[src/rtl/uart_cmd_parser_if.sv]
// Byte-in / word-out bundle between the UART receiver, the command parser and the ALU core.
interface uart_cmd_parser_if;
  logic [7:0]  rx_data;
  logic        rx_valid;
  logic [31:0] word;
  logic [7:0]  opcode;
  logic        first;
  logic        last;
  logic        valid;
  logic        ready;
  logic        err;
  logic [2:0]  err_code;
  logic        busy;

  modport master (
    output rx_data, rx_valid, ready,
    input  word, opcode, first, last, valid, err, err_code, busy
  );

  modport slave (
    input  rx_data, rx_valid, ready,
    output word, opcode, first, last, valid, err, err_code, busy
  );
endinterface

[src/rtl/uart_cmd_parser.sv]
// Frames the UART byte stream into ALU command packets and emits little-endian 32-bit operand
// words with a one-word output buffer; reports opcode, length, timeout and overflow errors.
//
// state   | meaning
// IDLE    | waiting for opcode byte
// RSV     | expecting reserved header byte
// LEN_LO  | expecting length low byte
// LEN_HI  | expecting length high byte, length checked here
// PAYLOAD | assembling operand words
// DISCARD | dropping the rest of an aborted packet
module uart_cmd_parser #(
  parameter logic [15:0] MAX_LEN        = 16'd256,
  parameter logic [31:0] TIMEOUT_CYCLES = 32'd100000
) (
  input logic              clk_i,
  input logic              rst_ni,
  uart_cmd_parser_if.slave bus
);
  localparam logic [2:0] IDLE    = 3'd0;
  localparam logic [2:0] RSV     = 3'd1;
  localparam logic [2:0] LEN_LO  = 3'd2;
  localparam logic [2:0] LEN_HI  = 3'd3;
  localparam logic [2:0] PAYLOAD = 3'd4;
  localparam logic [2:0] DISCARD = 3'd5;

  localparam logic [2:0] ERR_OPC = 3'd1;
  localparam logic [2:0] ERR_LEN = 3'd2;
  localparam logic [2:0] ERR_TMO = 3'd3;
  localparam logic [2:0] ERR_OVF = 3'd4;

  logic [2:0]  state;
  logic [7:0]  cur_opc;
  logic [7:0]  len_lo;
  logic [15:0] plen;
  logic [15:0] byte_cnt;
  logic [23:0] acc;
  logic [31:0] tmo_cnt;
  logic        pkt_err;

  logic [31:0] word;
  logic [7:0]  opcode;
  logic        first;
  logic        last;
  logic        valid;
  logic        err;
  logic [2:0]  err_code;

  logic [15:0] len_full;
  logic [15:0] byte_nxt;
  logic        len_bad;
  logic        len_short;
  logic        opc_ok;
  logic        tmo_hit;
  logic        last_byte;
  logic        out_blocked;

  assign len_full    = {bus.rx_data, len_lo};
  assign len_bad     = (len_full < 16'd8) || (len_full > MAX_LEN) || (len_full[1:0] != 2'b00);
  assign len_short   = (len_full <= 16'd4);
  assign byte_nxt    = byte_cnt + 16'd1;
  assign last_byte   = (byte_nxt == plen);
  assign opc_ok      = (bus.rx_data == 8'hEC) || (bus.rx_data == 8'hA0) ||
                       (bus.rx_data == 8'hB0) || (bus.rx_data == 8'hC0);
  assign tmo_hit     = (state != IDLE) && (tmo_cnt == TIMEOUT_CYCLES);
  assign out_blocked = valid && !bus.ready;

  always_ff @(posedge clk_i or negedge rst_ni) begin
    if (!rst_ni) begin
      state    <= IDLE;
      cur_opc  <= 8'h00;
      len_lo   <= 8'h00;
      plen     <= 16'h0000;
      byte_cnt <= 16'h0000;
      acc      <= 24'h000000;
      tmo_cnt  <= 32'h0;
      pkt_err  <= 1'b0;
      word     <= 32'h0;
      opcode   <= 8'h00;
      first    <= 1'b0;
      last     <= 1'b0;
      valid    <= 1'b0;
      err      <= 1'b0;
      err_code <= 3'd0;
    end else begin
      err <= 1'b0;
      if (valid && bus.ready) valid <= 1'b0;

      // Timeout beats a byte arriving in the same cycle; the byte is dropped.
      if (tmo_hit) begin
        state   <= IDLE;
        tmo_cnt <= 32'h0;
        if (!pkt_err) begin
          err      <= 1'b1;
          err_code <= ERR_TMO;
        end
      end else begin
        if (bus.rx_valid)
          tmo_cnt <= 32'h0;
        else if (state != IDLE && tmo_cnt != TIMEOUT_CYCLES)
          tmo_cnt <= tmo_cnt + 32'h1;

        if (bus.rx_valid) begin
          case (state)
            IDLE: begin
              cur_opc  <= bus.rx_data;
              byte_cnt <= 16'h0000;
              pkt_err  <= !opc_ok;
              state    <= RSV;
              if (!opc_ok) begin
                err      <= 1'b1;
                err_code <= ERR_OPC;
              end
            end
            RSV:    state <= LEN_LO;
            LEN_LO: begin
              len_lo <= bus.rx_data;
              state  <= LEN_HI;
            end
            LEN_HI: begin
              plen <= len_full - 16'd4;
              // A bad-opcode packet still walks the header so its length can be skipped.
              if (pkt_err) begin
                state <= len_short ? IDLE : DISCARD;
              end else if (len_bad) begin
                err      <= 1'b1;
                err_code <= ERR_LEN;
                pkt_err  <= 1'b1;
                state    <= len_short ? IDLE : DISCARD;
              end else begin
                state <= PAYLOAD;
              end
            end
            PAYLOAD: begin
              byte_cnt <= byte_nxt;
              case (byte_cnt[1:0])
                2'd0: acc[7:0]   <= bus.rx_data;
                2'd1: acc[15:8]  <= bus.rx_data;
                2'd2: acc[23:16] <= bus.rx_data;
                default: begin
                  if (out_blocked) begin
                    err      <= 1'b1;
                    err_code <= ERR_OVF;
                    pkt_err  <= 1'b1;
                    state    <= last_byte ? IDLE : DISCARD;
                  end else begin
                    word   <= {bus.rx_data, acc};
                    opcode <= cur_opc;
                    first  <= (byte_cnt == 16'd3);
                    last   <= last_byte;
                    valid  <= 1'b1;
                    state  <= last_byte ? IDLE : PAYLOAD;
                  end
                end
              endcase
            end
            DISCARD: begin
              byte_cnt <= byte_nxt;
              if (byte_nxt >= plen) state <= IDLE;
            end
            default: state <= IDLE;
          endcase
        end
      end
    end
  end

  assign bus.word     = word;
  assign bus.opcode   = opcode;
  assign bus.first    = first;
  assign bus.last     = last;
  assign bus.valid    = valid;
  assign bus.err      = err;
  assign bus.err_code = err_code;
  assign bus.busy     = (state != IDLE);
endmodule

[src/flat_wrapper.sv]
// flat-port wrapper written by rule: the top's interface ports become plain ports
module uart_cmd_parser_flat 
#(
  parameter logic [15:0] MAX_LEN        = 16'd256,
  parameter logic [31:0] TIMEOUT_CYCLES = 32'd100000
)
  (clk_i, rst_ni, bus_rx_data, bus_rx_valid, bus_ready, bus_word, bus_opcode, bus_first, bus_last, bus_valid, bus_err, bus_err_code, bus_busy);
  uart_cmd_parser_if bus_i ();
  input logic clk_i;
  input logic rst_ni;
  input wire logic [$bits(bus_i.rx_data)-1:0] bus_rx_data;
  input wire logic [$bits(bus_i.rx_valid)-1:0] bus_rx_valid;
  input wire logic [$bits(bus_i.ready)-1:0] bus_ready;
  output wire logic [$bits(bus_i.word)-1:0] bus_word;
  output wire logic [$bits(bus_i.opcode)-1:0] bus_opcode;
  output wire logic [$bits(bus_i.first)-1:0] bus_first;
  output wire logic [$bits(bus_i.last)-1:0] bus_last;
  output wire logic [$bits(bus_i.valid)-1:0] bus_valid;
  output wire logic [$bits(bus_i.err)-1:0] bus_err;
  output wire logic [$bits(bus_i.err_code)-1:0] bus_err_code;
  output wire logic [$bits(bus_i.busy)-1:0] bus_busy;
  assign bus_i.rx_data = bus_rx_data;
  assign bus_i.rx_valid = bus_rx_valid;
  assign bus_i.ready = bus_ready;
  assign bus_word = bus_i.word;
  assign bus_opcode = bus_i.opcode;
  assign bus_first = bus_i.first;
  assign bus_last = bus_i.last;
  assign bus_valid = bus_i.valid;
  assign bus_err = bus_i.err;
  assign bus_err_code = bus_i.err_code;
  assign bus_busy = bus_i.busy;
  uart_cmd_parser #(.MAX_LEN(MAX_LEN), .TIMEOUT_CYCLES(TIMEOUT_CYCLES)) u_core (.clk_i(clk_i), .rst_ni(rst_ni), .bus(bus_i));
endmodule
[config.mk]
export PLATFORM = sky130hd
export DESIGN_NAME = uart_cmd_parser_flat
export DESIGN_NICKNAME = d
export VERILOG_FILES = /design/src/rtl/uart_cmd_parser_if.sv /design/src/rtl/uart_cmd_parser.sv /design/src/flat_wrapper.sv
export SDC_FILE = /design/constraint.sdc
export NUM_CORES = 1
export LEC_CHECK = 0
export BUFFER_PORTS_ARGS = -buffer_cell sky130_fd_sc_hd__clkbuf_2
export CAP_MARGIN = 20
export CORE_MARGIN = 2
export CORE_UTILIZATION = 35
export CTS_CLUSTER_DIAMETER = 30
export CTS_CLUSTER_SIZE = 8
export DETAILED_ROUTE_END_ITERATION = 8
export PLACE_DENSITY = 0.63
export SLEW_MARGIN = 15
export SYNTH_ARGS = -nofsm -noshare
export SYNTH_HDL_FRONTEND = slang
export SYNTH_SLANG_ARGS = --single-unit
[constraint.sdc]
create_clock -name clk_i -period 3.6 [get_ports clk_i]
set_input_delay 0.36 -clock clk_i [delete_from_list [all_inputs] [get_ports clk_i]]
set_output_delay 0.36 -clock clk_i [all_outputs]
set_load 0.05 [all_outputs]
## Word-level counts from Yosys, hierarchy flattened

Index checks and enable logic that the tools add are counted.

- Add/sub/neg operators: 3
- Order comparisons: 4
- Equal/unequal tests: 24
- Muxes and demuxes: 43
- Bitwise gates (word level): 3
- Reduce and logical (&&, ||, !) cells: 33

Operators by type and width:

| operator | number |
|---|---|
| 2-to-1 mux 32 bit | 3 |
| 2-to-1 mux 3 bit | 18 |
| adder 32 x 1 -> 32 bit (second input constant) | 1 |
| equality test 32 x 17 -> 1 bit (second input constant) | 1 |
| equality test 8 bit (second input constant) | 4 |
| != test 32 x 17 -> 1 bit (second input constant) | 1 |
| case mux 16 bit (2 select lines) | 1 |
| case mux 3 bit (6 select lines) | 1 |
| 2-to-1 mux 1 bit | 17 |
| adder 16 x 1 -> 16 bit (second input constant) | 1 |
| equality test 16 bit | 1 |
| equality test 16 x 2 -> 1 bit (second input constant) | 1 |
| greater-or-equal comparator 16 bit | 1 |
| > comparator 16 x 9 -> 1 bit (second input constant) | 1 |
| less-or-equal comparator 16 x 3 -> 1 bit (second input constant) | 1 |
| < comparator 16 x 4 -> 1 bit (second input constant) | 1 |
| subtractor 16 x 3 -> 16 bit (second input constant) | 1 |
| AND reduction 3 bit | 5 |
| AND reduction 4 bit | 3 |
| AND reduction 5 bit | 2 |
| != test 3 x 1 -> 1 bit (second input constant) | 3 |
| case mux 3 bit (3 select lines) | 1 |
| nonzero test 3 bit | 3 |
| AND reduction 8 bit | 1 |
| other kinds (20) | 37 |

- Register bits after elaboration: 155
- Input bits: 12
- Output and inout port bits: 48
- Logic and storage cells: 127

## Logic depth before layout (Yosys ltp)

Gate-level depths: netlist (run 1).

- Depth in word-level cells: 8
- Mapped depth: 12
- Depth with buffers taken out: 12

## Worst setup path after synthesis (run 1)

Ideal clock, no wire load.

- Kind: flip-flop to flip-flop
- Start point: register u_core.byte_cnt[0]
- End point: register u_core.state[0]
- Library setup time: 0.125 ns
- Arrival: 3.333 ns
- Required time: 3.475 ns
- Setup slack: 0.143 ns
- Cell stages (with the launch flop): 12
- Path buffers: 0
- Clock period less this slack: 3.457 ns
- Path through: dfrtp_1 > ha_1 > nand3_1 > nor4_1 > nand3_1 > xnor2_1 > ha_1 > nand4_1 > nor4_1 > nor3_1 > a31oi_1 > mux2_2

- Cells in the longest elaborated chain, start to end: 8
- Elaborated cells on any way between the ends: 16
- Those cells by class: 1 x add/sub; 1 x order compare; 5 x eq/ne; 6 x mux; 3 x reduce/logical

Ends and longest elaborated chain:

| item | line | text |
|---|---|---|
| from (decl) | uart_cmd_parser.sv:35 | `logic [15:0] byte_cnt;` |
| from (signal assigned) | uart_cmd_parser.sv:134 | `byte_cnt <= byte_nxt;` |
| from (signal assigned) | uart_cmd_parser.sv:157 | `byte_cnt <= byte_nxt;` |
| adder 16 x 1 -> 16 bit | uart_cmd_parser.sv:60 | `assign byte_nxt = byte_cnt + 16'd1;` |
| equality test 16 bit | uart_cmd_parser.sv:61 | `assign last_byte = (byte_nxt == plen);` |
| 2-to-1 mux 3 bit | uart_cmd_parser.sv:144 | `state <= last_byte ? IDLE : DISCARD;` |
| 2-to-1 mux 3 bit | uart_cmd_parser.sv:140 | `if (out_blocked) begin` |
| 2-to-1 mux 3 bit | uart_cmd_parser.sv:135 | `case (byte_cnt[1:0])` |
| case mux 3 bit (6 select lines) | uart_cmd_parser.sv:103 | `case (state)` |
| 2-to-1 mux 3 bit | uart_cmd_parser.sv:102 | `if (bus.rx_valid) begin` |
| 2-to-1 mux 3 bit | uart_cmd_parser.sv:89 | `if (tmo_hit) begin` |
| to (signal assigned) | uart_cmd_parser.sv:123 | `state <= len_short ? IDLE : DISCARD;` |
| to (signal assigned) | uart_cmd_parser.sv:144 |  |
| to (signal assigned) | uart_cmd_parser.sv:151 | `state <= last_byte ? IDLE : PAYLOAD;` |
| to (decl) | uart_cmd_parser.sv:31 | `logic [2:0] state;` |

Several ways; a longest one is shown, not always the timed one. The select of a mux whose other input is x is not followed.
A chain may end at the register's enable or synchronous reset.

## Worst setup path after layout (run 1)

- Start point: register u_core.byte_cnt[1]
- End point: register u_core.state[0]

Same word-level chain as after synthesis.

==> results.yml, run 1 <==
run_status:
  status: "finished with violations"
  violations: "hold timing"
sta:
  slew_viol_final: 0
  hold_viol: 9
  finalSetupTns_ps: 0
  worst_hold_slack_ps: -34.0
  period_minus_slack_ps: 3300
  setup_violations: 0
  skew_ps: 11.0
  fin_ws_ps: 298
  fmax_ghz: 0.303
  rsz0062_at_grt: "false"
  worst_slew_pin_slew_ps: 803
  slew-limit-headroom: 0.464
  period_share: 0.917
die:
  die_area_mm2: 0.0233
  core_area_mm2: 0.0218
  die_width_um: 152
  die_h_um: 152
  initial_core_util: 0.355
  ios: 60
  fp-row-count: 54
placed_design:
  finalWeightedCongestion: 0.816
  placed_cell_area_mm2: 0.00831
  dp_cells: 1030
  place_hpwl_um: 11300
  post-place-ws_ps: 216
  portBuffers: 59
cts:
  clk_pin_slew_worst_paths_ps: 70
  h-tree-depth: 4
  numCtsBuffers: 17
  clkSinkCount: 155
  clk_latency_ps: 420
  root_buffer: "clkbuf_16"
  ctsLongestPathBuffers: 2
  cts_tree: "built"
power_and_ir_drop:
  fin_total_pwr_uw: 7040
  p_leak_uw: 0.00410
  ir_worst_vdd_v: 0.000560
  p_per_area_mw_per_mm2: 788
cells_and_area:
  final_cells: 1062
  syn2layout_area_growth_pct: 15.8
  drive_gt1_frac: 0.251
  fin_area_mm2: 0.00893
  final_common_cell: "dfrtp_1"
  fin_nets: 806
  final_cell_mix: "154 x dfrtp_1, 80 x mux2_2, 63 x nor2_1"
  antennaDiodeCount: 0
global_routing:
  overflow: 0
  grtUsageTotal: 0.151
  grt_pass1_wl_um: 28600
  grt_antenna_before_repair: 0
  first_global_vias: 5513
  grt_max_degree: 84
routing:
  vias: 5426
  drc: 0
  wl_per_cell_um: 15.7
  dr.pass1.iters: 4
  drt_iter0_drc: 320
  ant_nets: 0
  vias_per_cell: 5.11
  wirelength_um: 16700
synth:
  synth_flop_cell: "dfrtp_1"
  ys_types: 61
  yosysSeqAreaShare: 0.503
  syn_inst: 716
  synth_seq_cells: 155
  synth-edff-count: 0
  yosysWarnings: 0
  syn_nets: 753
  yosysTopAreaCell: "dfrtp_1"
  syn-cell-area_mm2: 0.00772
  synth_area_leaders: "dfrtp_1 50%, mux2_2 12%, ha_1 4.1%, xor2_1 3.9%, nor2_1 3.1%"
  synth_async_sr_flop_share: 1.00
  yosysTopAreaCellShare: 0.503
  syn_area_per_cell_um2: 10.8
setup_path:
  endpoint_kind: "flip-flop"
  rr_worst_depth: 13
  cp_slowest_cell: "dfrtp_2"
  critPathArrivalTime_ps: 3610
  r2r-end: "u_core.state[0]"
  crit_family: "simple AND/OR/NAND/NOR gates"
  start_kind: "flip-flop"
  crit_end: "u_core.state[0]"
  timing.rr.start: "u_core.byte_cnt[1]"
  crit_required_ps: 3900
  cp.depth: 13
  cpPeakStageDelay_ps: 420
  criticalPathCategory: "reg -> reg"
  crit_fanout: 7
  r2r_slack_ps: 300
  crit_chain: "ha_1 -> nand3_1 -> nor4_2 -> nand3_1 -> xnor2_1 -> ha_1 -> nand4_1 -> nor4_2 -> buf_4 -> nor2_1 -> a21oi_1 -> a21boi_0 -> mux2_2"
  crit_path_start: "u_core.byte_cnt[1]"
  crit_buf_inv: 1
flow_run:
  drv_cap: 0
worst_hold_path:
  hold_path_class: "in -> async"
-- report_power, final --
| group | internal (uW) | switching, uW |
|---|---|---|
| Clock | 1020 | 812 |
| Sequential | 2320 | 359 |
| Combinational | 852 | 1690 |
-- what timing repair did --
item	4_1_cts	5_1_grt
hold buffers	0	0
resized for setup	0	3
setup buffers	0	0
setup endpoints to repair	0	1
-- through the flow --
step	hold WS, ps	utilization
floorplan	64.4	-
global placement	459	0.382
detailed placement	468	0.382
CTS	32.3	0.410
global route	55.9	0.411
finish	-34.0	0.411
-- cell type report --
cell class              count  area, um2
fillers                  2124      12800
repair buffers             71        417
flip-flops and latches    155       3880
well taps                 280        350
inverters                  30        113
clock inverters            14        170
clock buffers              18        439
multi-input cells         494       3560
-- cells by family after synthesis --
logic type               share of synthesized area
AO/OA/AOI/OAI                               0.0808
adder cells (fa/ha/maj)                     0.0418
AND/OR/NAND/NOR                              0.156
flip-flops                                   0.503
buffers and inverters                       0.0379
XOR/XNOR                                    0.0579
multiplexers                                 0.123
-- per-layer routing --
| layer | GRT usage | share of wire |
|---|---|---|
| met4 | 0.0441 | 0.011 |
| met1 | 0.209 | 0.48 |
| met2 | 0.233 | 0.46 |
| met5 | 0 | 0 |
| met3 | 0.0395 | 0.041 |
-- worst reg2reg max path: stages (launching register included) --
cell,delay (ps)
dfrtp_2,420
ha_1,240
nand3_1,210
nor4_2,370
nand3_1,180
xnor2_1,170
ha_1,300
nand4_1,170
nor4_2,370
buf_4,180
nor2_1,40
a21oi_1,160
a21boi_0,110
mux2_2,270
-- cells in the mapped netlist, types with 3 or more instances --
master / number
nand2_1: 44
xnor2_1: 17
a21boi_0: 3
nand3_1: 21
xor2_1: 34
ha_1: 25
mux2_2: 80
inv_1: 29
or4_1: 3
mux2i_1: 3
a211oi_1: 3
nand2b_1: 4
o2111ai_1: 3
nor3_1: 18
nand4_1: 24
and2_1: 3
a22o_1: 4
a21oi_1: 25
o31ai_1: 5
nor2_1: 64
a21o_1: 3
buf_2: 5
and3_1: 12
o21ai_0: 34
or3_1: 3
dfrtp_1: 155
nor2b_1: 8
clkbuf_1: 27
and4_1: 4
nor4_1: 11
nand3b_1: 5
-- how the worst min path moves through the flow --
| stage | depth (start not counted) | from | to | slack [ps] |
|---|---|---|---|---|
| after floorplan | 0 | rst_ni | u_core.acc[0] | 60 |
| after global placement | 1 | u_core.plen[7] | u_core.plen[7] | 460 |
| after detailed placement | 1 | u_core.plen[7] | u_core.plen[7] | 470 |
| after CTS | 1 | rst_ni | u_core.tmo_cnt[11] | 30 |
| after global routing | 1 | rst_ni | u_core.tmo_cnt[19] | 60 |
| final | 1 | rst_ni | u_core.tmo_cnt[19] | -30 |
-- state kept, by name, summed over array words and instances (netlist names) --
| signal | count |
|---|---|
| u_core.pkt_err | 1 |
| u_core.bus.err_code | 3 |
| u_core.cur_opc | 8 |
| u_core.tmo_cnt | 32 |
| u_core.bus.err | 1 |
| u_core.plen | 16 |
| u_core.bus.first | 1 |
| u_core.bus.opcode | 8 |
| u_core.bus.word | 32 |
| u_core.byte_cnt | 16 |
| u_core.len_lo | 8 |
| u_core.bus.last | 1 |
| u_core.bus.valid | 1 |
| u_core.acc | 24 |
| u_core.state | 3 |
Note: power is estimated with default switching activity, not from simulation.
==> inputs of run 2 (changes only) <==
--- a/config.mk
+++ b/config.mk
@@ -12,7 +12,7 @@
 export CTS_CLUSTER_DIAMETER = 30
 export CTS_CLUSTER_SIZE = 8
 export DETAILED_ROUTE_END_ITERATION = 8
-export PLACE_DENSITY = 0.63
+export PLACE_DENSITY = 0.61
 export SLEW_MARGIN = 15
 export SYNTH_ARGS = -nofsm -noshare
 export SYNTH_HDL_FRONTEND = slang
==> constraint.sdc (replaced) <==
create_clock -name clk_i -period 3.8 [get_ports clk_i]
set_input_delay 0.38 -clock clk_i [delete_from_list [all_inputs] [get_ports clk_i]]
set_output_delay 0.38 -clock clk_i [all_outputs]
set_load 0.05 [all_outputs]
==> results.yml, run 2 (synthesis results as in run 1) <==
setup_path:
  crit_path_start: "u_core.byte_cnt[0]"
  timing.rr.start: "u_core.byte_cnt[0]"
  cpPeakStageDelay_ps: 500
  endpoint_kind: "flip-flop"
  cp_slowest_cell: "dfrtp_1"
  start_kind: "flip-flop"
  crit_buf_inv: 0
  crit_required_ps: 4110
  crit_chain: "ha_1 -> nand3_1 -> nor4_2 -> nand3_1 -> xnor2_1 -> ha_1 -> nand4_1 -> nor4_1 -> nor3_1 -> a31oi_1 -> mux2_2"
  crit_family: "simple AND/OR/NAND/NOR gates"
  crit_fanout: 9
  criticalPathCategory: "reg -> reg"
  critPathArrivalTime_ps: 3800
cells_and_area:
  drive_gt1_frac: 0.246
  fill_cells: 2143
  fin_nets: 804
  final_common_cell: "dfrtp_1"
  final_cell_mix: "155 x dfrtp_1, 80 x mux2_2, 63 x nor2_1"
  syn2layout_area_growth_pct: 15.1
  antennaDiodeCount: 0
  reg_top3: "u_core.bus.word (32), u_core.tmo_cnt (32), u_core.acc (24)"
placed_design:
  portBuffers: 59
  finalWeightedCongestion: 0.862
  post-place-ws_ps: 354
  place_hpwl_um: 11500
sta:
  slew_viol_final: 0
  rsz0062_at_grt: "false"
  fmax_ghz: 0.286
  hold_viol: 0
  setup_violations: 0
  fin_ws_ps: 307
  period_share: 0.919
  finalSetupTns_ps: 0
  period_minus_slack_ps: 3490
  skew_ps: 17.5
  worst_slew_pin_slew_ps: 897
  slew-limit-headroom: 0.402
run_status:
  status: "complete, no violations"
global_routing:
  grt_pass1_wl_um: 28500
  overflow: 0
  first_global_vias: 5399
  grtUsageTotal: 0.152
  grt_antenna_before_repair: 0
  grt_max_degree: 97
die:
  die_h_um: 152
  initial_core_util: 0.355
  core_area_mm2: 0.0218
  fp-row-count: 54
  die_area_mm2: 0.0233
  ios: 60
  die_width_um: 152
routing:
  wl_per_cell_um: 16.0
  wirelength_um: 17000
  dr.pass1.iters: 5
  drt_iter0_drc: 339
  drc: 0
  vias: 5447
  vias_per_cell: 5.14
  ant_nets: 0
flow_run:
  drv_cap: 0
power_and_ir_drop:
  p_leak_uw: 0.00407
  ir_worst_vdd_v: 0.000900
  p_per_area_mw_per_mm2: 746
cts:
  numCtsBuffers: 17
  clk_latency_ps: 430
  ctsLongestPathBuffers: 2
  clkSinkCount: 155
  h-tree-depth: 4
  cts_tree: "built"
  root_buffer: "clkbuf_16"
  clk_pin_slew_worst_paths_ps: 70
worst_hold_path:
  hold_path_class: "in -> async"
## run 2: area by class of cell
class,count,area [um2],share of cell area
Multi-Input combinational cell,494,3560,0.401
Tap cell,280,350,0.0394
Timing Repair Buffer,69,389,0.0438
Clock inverter,13,151,0.0170
Sequential cell,155,3880,0.437
Clock buffer,18,439,0.0494
Inverter,30,113,0.0127
## run 2: routing by layer
metal,GRT usage,up-vias,part of all wire
met3,0.0415,12,0.053
li1,-,2624,-
met5,0,-,0
met2,0.240,122,0.46
met1,0.208,2689,0.48
met4,0.0357,0,0.010
## run 2: power by group
part	leakage (uW)	internal [uW]	total, uW	switching [uW]
registers	0.00198	2190	2550	352
clock network	0.000281	946	1690	746
logic	0.00182	803	2390	1580
## run 2: worst paths after layout
path / endpoint / slack [ps] / cells past startpoint
worst max-delay path: u_core.state[0] / 310 / 11
worst min-delay path: u_core.tmo_cnt[15] / 40 / 1
worst max register to register: u_core.state[0] / 310 / 11
worst min register to register: u_core.acc[9] / 480 / 2
max in group asynchronous: u_core.byte_cnt[10] / 2940 / 2
min in group clk_i: u_core.bus.valid / 340 / 3
## run 2: stage by stage
stage	util	area, um2	std cells	power, uW	hold WS (ps)
2_1_floorplan	-	7720	716	4360	84.4
3_3_place_gp	0.381	8280	1028	4940	464
3_5_place_dp	0.381	8280	1028	4970	471
4_1_cts	0.408	8870	1059	6690	92.9
5_1_grt	0.408	8880	1059	7020	98.3
6_report	0.408	8880	1059	6630	35.1
## run 2: worst reg2reg max path, cell delays in order (launching register included)
cell,delay [ps]
dfrtp_1,500
ha_1,270
nand3_1,210
nor4_2,370
nand3_1,170
xnor2_1,170
ha_1,290
nand4_1,140
nor4_1,470
nor3_1,130
a31oi_1,290
mux2_2,370
## run 2: repair_timing
action / 4_1_cts / 5_1_grt
endpoints found under the setup margin: 0 / 1
buffers inserted: 0 / 0
hold buffers: 0 / 0
resized for setup: 0 / 2
